### config.mk
export PLATFORM = sky130hd
export DESIGN_NAME = event_counter
export DESIGN_NICKNAME = d
export VERILOG_FILES = /design/src/rtl/event_counter.sv
export SDC_FILE = /design/constraint.sdc
export NUM_CORES = 1
export LEC_CHECK = 0
export CELL_PAD_IN_SITES_DETAIL_PLACEMENT = 0
export CELL_PAD_IN_SITES_GLOBAL_PLACEMENT = 2
export CORE_AREA = 2 2 39 41
export CTS_BUF_LIST = sky130_fd_sc_hd__clkbuf_8
export CTS_CLUSTER_DIAMETER = 80
export CTS_CLUSTER_SIZE = 40
export DETAILED_ROUTE_END_ITERATION = 7
export DIE_AREA = 0 0 41 43
export HOLD_SLACK_MARGIN = 0.08
export PLACE_DENSITY_LB_ADDON = 0.1
export SKIP_CTS_REPAIR_TIMING = 1
export SLEW_MARGIN = 20
export SYNTH_ARGS = -nofsm -noshare
export SYNTH_HDL_FRONTEND = slang
export SYNTH_SLANG_ARGS = --single-unit
### constraint.sdc
create_clock -name clk -period 2.8 [get_ports clk]
set_clock_uncertainty 0.2 [all_clocks]
set_input_delay 0.42 -clock clk [delete_from_list [all_inputs] [get_ports clk]]
set_output_delay 0.42 -clock clk [all_outputs]
set_load 0.02 [all_outputs]
### src/rtl/event_counter.sv
// Event counter with synchronous clear; wraps modulo 2^W or saturates at all-ones.
module event_counter #(
  parameter int unsigned W   = 4,
  parameter bit          SAT = 1'b0
) (
  input  logic         clk,
  input  logic         res,
  input  logic         clr,
  input  logic         inc,
  output logic [W-1:0] cnt
);

  logic [W-1:0] cnt_q, cnt_d;
  logic         at_max;

  assign at_max = (cnt_q == {W{1'b1}});

  always_comb begin
    cnt_d = cnt_q;
    if (clr) begin
      cnt_d = '0;
    end else if (inc && !(SAT && at_max)) begin
      cnt_d = cnt_q + W'(1);
    end
  end

  always_ff @(posedge clk or negedge res) begin
    if (!res) begin
      cnt_q <= '0;
    end else begin
      cnt_q <= cnt_d;
    end
  end

  assign cnt = cnt_q;

endmodule

---- After elaboration in Yosys (flattened, before gate mapping) ----
Cells that the tools add are included.
storage, ports and cells
  flip-flop bits (word level) ............. 4
  output and inout bits ................... 4
cells by class
  add/subtract/negate cells ............... 1
  muxes and demuxes ....................... 2
  reductions and logical operators ........ 1
operator list
  operator                                     count
  2-to-1 mux 4 bit                             2
  adder 4 x 1 -> 4 bit, second input constant  1
  nonzero test 2 bit                           1

---- Depth between registers and ports, before layout ----
Gate-level depths: netlist of run 1.
  depth in word-level cells ............... 3
  gate-level depth with buffers ........... 3

---- Worst setup path before layout of run 1 ----
Ideal clock, no wire load.
  path type ............................... register -> register
  from .................................... reg cnt_q[0], in the netlist cnt[0]
  to ...................................... reg cnt_q[2], in the netlist cnt[2]
  setup time .............................. 77 ps
  arrival time ............................ 987 ps
  data required time ...................... 2523 ps
  path slack .............................. 1535 ps
  cell stages (with the launch flop) ...... 4
  buffers on the path ..................... 0
  clock period less this slack ............ 1265 ps
  path through ............................ dfrtp_1 ha_1 a21bo_2 a21oi_1
on the way
  cells in the longest elaborated chain, start to end .. 3
ends and longest elaborated chain
  what                      line  text
  start: declaration        13    logic [W-1:0] cnt_q, cnt_d;
  start signal: assignment  31    cnt_q <= cnt_d;
  adder 4 x 1 -> 4 bit      23    cnt_d = cnt_q + W'(1);
  2-to-1 mux 4 bit          22    end else if (inc && !(SAT && at_max)) begin
  2-to-1 mux 4 bit          20    if (clr) begin
No other way between the ends. The select of a mux whose other input is x is not followed.
A chain may end at the register's enable or synchronous reset.

---- Worst setup path after layout of run 1 ----
  from .................................... reg cnt_q[0], in the netlist cnt[0]
  to ...................................... out cnt[0]
RTL lines
  what              line  text
  end: declaration  10    output logic [W-1:0] cnt
No word-level cell between the ends.

==> results of run 1 <==
[metal layers]
layer	GRT usage	part of all wire	vias up
li1	-	-	77
met1	0.07468	0.49	75
met2	0.07500	0.44	5
met3	0.06283	0.066	0
met4	0.04000	0	0
met5	0	0	-
[kinds of logic (layout without fill, tap and decap cells)]
group           Yosys count  count (layout)  share of synthesized area
simple gates              6               6                     0.1624
fa+ha+maj                 1               1                    0.06492
mux                       2               2                     0.1298
xor+xnor                  1               1                    0.04546
compound gates            2               2                    0.07790
buf+inv                   0              10                          0
flops                     4               4                     0.5195
[cell type report]
type,count,area (um^2)
Clock buffer,3,41.29
Timing Repair Buffer,7,70.07
Tap cell,16,20.02
Sequential cell,4,100.1
Multi-Input combinational cell,12,92.59
Fill cell,152,1060
[stage by stage]
step                      setup WS (ps)  total power [uW]    util  instance area [um^2]
after floorplan                    1535             75.25       -                 192.7
after global placement            980.6             90.37  0.2043                 282.8
after detailed placement          969.3             90.38  0.2043                 282.8
after CTS                         929.3             211.7  0.2342                 324.1
after global routing              899.6             221.2  0.2342                 324.1
final                             945.2             206.6  0.2342                 324.1
[worst max-delay path by stage]
stage / startpoint / endpoint / slack, ps / cells after the start
after CTS: cnt[0] / cnt[0] / 930 / 1
after detailed placement: inc / cnt[3] / 970 / 3
after floorplan: cnt[0] / cnt[2] / 1540 / 3
after global placement: inc / cnt[3] / 980 / 3
after global routing: cnt[0] / cnt[0] / 900 / 1
final: cnt[0] / cnt[0] / 950 / 1
[layout by cell type, fill, tap and decap left out]
master	netlist	layout
nor2b_1	1	1
clkbuf_8	0	3
nand4_1	1	1
dfrtp_1	4	4
xnor2_1	1	1
mux2i_1	1	1
nand3b_1	1	1
clkdlybuf4s50_1	0	7
ha_1	1	1
nor2_1	3	3
a21oi_1	1	1
a21bo_2	1	1
mux2_4	1	1
[where the power goes]
part | switching [uW] | internal [uW]
Combinational | 11.5 | 13.1
Sequential | 3.27 | 61.2
Clock | 26.1 | 91.3
==> results.json, run 1 <==
{
  "status": "finished clean",
  "cp_slowest_cell": "clkdlybuf4s50_1",
  "antennaDiodeCount": 0,
  "ys_seq_area_frac": 0.5195,
  "routed_wl_um": 439,
  "pwr_density_cell_nw_per_um2": 637.6,
  "irDropWorstVdd_mv": 0.2472,
  "worstPathArrival_ps": 1230,
  "drv_slew": 0,
  "cts_buffers": 3,
  "clockBufferDepth": 2,
  "root_buffer": "clkbuf_8",
  "netlist_top_cells_area": "dfrtp_1 52%, mux2_4 7.8%, ha_1 6.5%",
  "rsz0062_at_grt": "no",
  "path_clk_slew_ps": 30,
  "rrSetupSlack_ps": 1570,
  "grt_overflow_total": 0,
  "synth_cell_types": 11,
  "wl_per_cell_um": 10.45,
  "fin_hold_ws_ps": 214.3,
  "fp.coreArea_um2": 1384,
  "synth_edf_count": 0,
  "clock-sinks": 4,
  "ys_ff_latch": 4,
  "syn2layout_area_growth_pct": 68.18,
  "ioPinCount": 8,
  "maxSlewHeadroom": 0.8551,
  "die_area_um2": 1763,
  "rows": 14,
  "required_ps": 2180,
  "path_class": "reg2out",
  "worst_pin_slew_ps": 216.7,
  "stdcell_count": 42,
  "path_buf_inv": 1,
  "drc": 0,
  "dr.pass1.iters": 1,
  "vias": 157,
  "dp.cells": 39,
  "grt_pass1_wl_um": 683,
  "final-setup-viol-count": 0,
  "hpwl_um": 332.2,
  "synth.top_cell.area_share": 0.5195,
  "r2r_end": "cnt[2]",
  "path_delay_family": "buffers and inverters",
  "avgViaCountPerCell": 3.738,
  "cp_max_fo": 4,
  "fmax_ghz": 0.5392,
  "crit_path_cell_trace": "clkdlybuf4s50_1",
  "grt_max_degree": 6,
  "layout_min_cycle_time_ps": 1855,
  "antenna_found_initial": 0,
  "reg2regPathDepth": 3,
  "portBuffers": 7,
  "ant_nets": 0,
  "die_x_um": 41,
  "gp_congestion": 0.6729,
  "drt_iter0_drc": 0,
  "grt_pass1_vias": 153,
  "yosys.area.top_type": "dfrtp_1",
  "synth-async-reset-ratio": 1.000,
  "start_util": 0.1392,
  "ys.flop_type": "dfrtp_1",
  "grt_usage": 0.06546,
  "endpoint_kind": "output port",
  "layout-drive-gt1-share": 0.1923,
  "yosys-top-cells-count": "4 x dfrtp_1, 3 x nor2_1",
  "start_kind": "register",
  "tns_ps": 0,
  "drv_cap": 0,
  "synthMostInstantiatedCell": "dfrtp_1",
  "cts_max_level": 1,
  "syn_avg_cell_area_um2": 12.04,
  "clock_latency_ps": 210,
  "cts_tree": "done",
  "hold_path_class": "in2async",
  "largest_reg_flops": 4,
  "r2r-start": "cnt[0]",
  "p_leak_uw": 0.0001426,
  "finalCritPeriodShare": 0.6624,
  "finalNetCount": 33,
  "die_h_um": 43,
  "syn_area_um2": 192.7,
  "synth_nets": 21,
  "hold_viol_final": 0,
  "slowest_delay_ps": 630,
  "ys_warn_count": 0,
  "synth_cells": 16
}
(Power assumes the default switching activity.)
==> inputs of run 2 (changes only) <==
clock period = 1.8 ns   (was 2.8 ns; I/O delays follow)
==> results.json, run 2 (synthesis gave the netlist of run 1 again) <==
{
  "slowest_delay_ps": 630,
  "avgViaCountPerCell": 3.568,
  "grt_pass1_vias": 154,
  "status": "finished clean",
  "hold_viol_final": 0,
  "antennaDiodeCount": 0,
  "portBuffers": 7,
  "cts_buffers": 3,
  "drc": 0,
  "start_kind": "register",
  "largest_reg_flops": 4,
  "path_class": "reg2out",
  "finalCritPeriodShare": 0.9496,
  "start_util": 0.1392,
  "wl_per_cell_um": 10.18,
  "clockBufferDepth": 2,
  "root_buffer": "clkbuf_8",
  "clock-sinks": 4,
  "die_x_um": 41,
  "drv_cap": 0,
  "dr.pass1.iters": 2,
  "hold_path_class": "reg2reg",
  "rows": 14,
  "antenna_found_initial": 0,
  "die_h_um": 43,
  "final_common_cell": "clkdlybuf4s50_1",
  "worstPathArrival_ps": 1240,
  "layout_common_cells": "7 x clkdlybuf4s50_1, 4 x dfrtp_1, 3 x nor2_1, 3 x clkbuf_8",
  "routed_wl_um": 448,
  "path_buf_inv": 1,
  "grt_pass1_wl_um": 690,
  "pwr_density_cell_nw_per_um2": 961.0,
  "gp_congestion": 0.6106,
  "fmax_ghz": 0.5850,
  "stdcell_count": 44,
  "drt_iter0_drc": 1,
  "ioPinCount": 8,
  "p_leak_uw": 0.0001516,
  "final-setup-viol-count": 0,
  "die_area_um2": 1763,
  "grt_max_degree": 6,
  "layout-drive-gt1-share": 0.2143,
  "syn2layout_area_growth_pct": 77.27,
  "cp_slowest_cell": "clkdlybuf4s50_1",
  "cts_max_level": 1,
  "maxSlewHeadroom": 0.8553,
  "endpoint_kind": "output port",
  "clock_latency_ps": 220,
  "ant_nets": 0,
  "path_delay_family": "buffers and inverters",
  "grt_usage": 0.06458,
  "required_ps": 1330,
  "vias": 157,
  "dp.cells": 40,
  "finalNetCount": 35,
  "rsz0062_at_grt": "no",
  "cp_max_fo": 4,
  "hpwl_um": 335.5,
  "worst_pin_slew_ps": 216.4,
  "tns_ps": 0,
  "fp.coreArea_um2": 1384,
  "irDropWorstVdd_mv": 0.5378,
  "crit_path_cell_trace": "clkdlybuf4s50_1",
  "layout_min_cycle_time_ps": 1709,
  "grt_overflow_total": 0,
  "cts_tree": "done",
  "drv_slew": 0,
  "path_clk_slew_ps": 30
}
## run 2: cell count changes in the layout (fill, tap and decap cells not counted), sizes merged
| cell | delta |
|---|---|
| buf | +1 |
| dlygate4sd3 | +1 |
## run 2: per-layer routing
| layer | track usage | vias up | share of wire |
|---|---|---|---|
| met5 | 0 | - | 0 |
| met4 | 0.04000 | 0 | 0 |
| met3 | 0.06283 | 0 | 0.049 |
| met2 | 0.08125 | 3 | 0.45 |
| met1 | 0.06536 | 74 | 0.50 |
| li1 | - | 80 | - |
## run 2: power by group
group | total, uW | switching (uW) | internal (uW)
Clock | 186 | 43.9 | 142
Combinational | 41.4 | 18.2 | 23.2
Sequential | 101 | 5.38 | 95.2
## run 2: final timing paths
check / from / endpoint / slack, ps / cells past startpoint
min in group asynchronous: res / cnt[0] / 620 / 2
worst min-delay path: cnt[2] / cnt[2] / 390 / 2
worst min register to register: cnt[2] / cnt[2] / 390 / 2
max in group asynchronous: res / cnt[1] / 600 / 2
worst max-delay path: cnt[0] / cnt[0] / 90 / 1
worst max register to register: cnt[0] / cnt[2] / 580 / 3
## run 2: layout make-up
cell class	count	area, um^2
multi-input cells	12	92.59
well taps	16	20.02
repair buffers	9	87.58
flip-flops and latches	4	100.1
clock buffers	3	41.29
fillers	150	1042
## run 2: tightest hold or removal path: stages, from the launching register on
cell	delay [ps]
dfrtp_1	360
nand3b_1	120
a21oi_1	60
## run 2: per-stage QoR
stage          hold slack, ps  setup WS (ps)  area [um^2]  utilization  power (uW)
6_report                387.1          90.70        341.6       0.2468       328.3
3_5_place_dp            294.7          255.6        290.3       0.2098       142.0
5_1_grt                 426.8          60.83        341.6       0.2468       349.6
3_3_place_gp            297.7          240.2        290.3       0.2098       142.5
4_1_cts                 67.20          76.28        331.6       0.2396       334.5
2_1_floorplan          -225.6          535.2        192.7            -       117.1
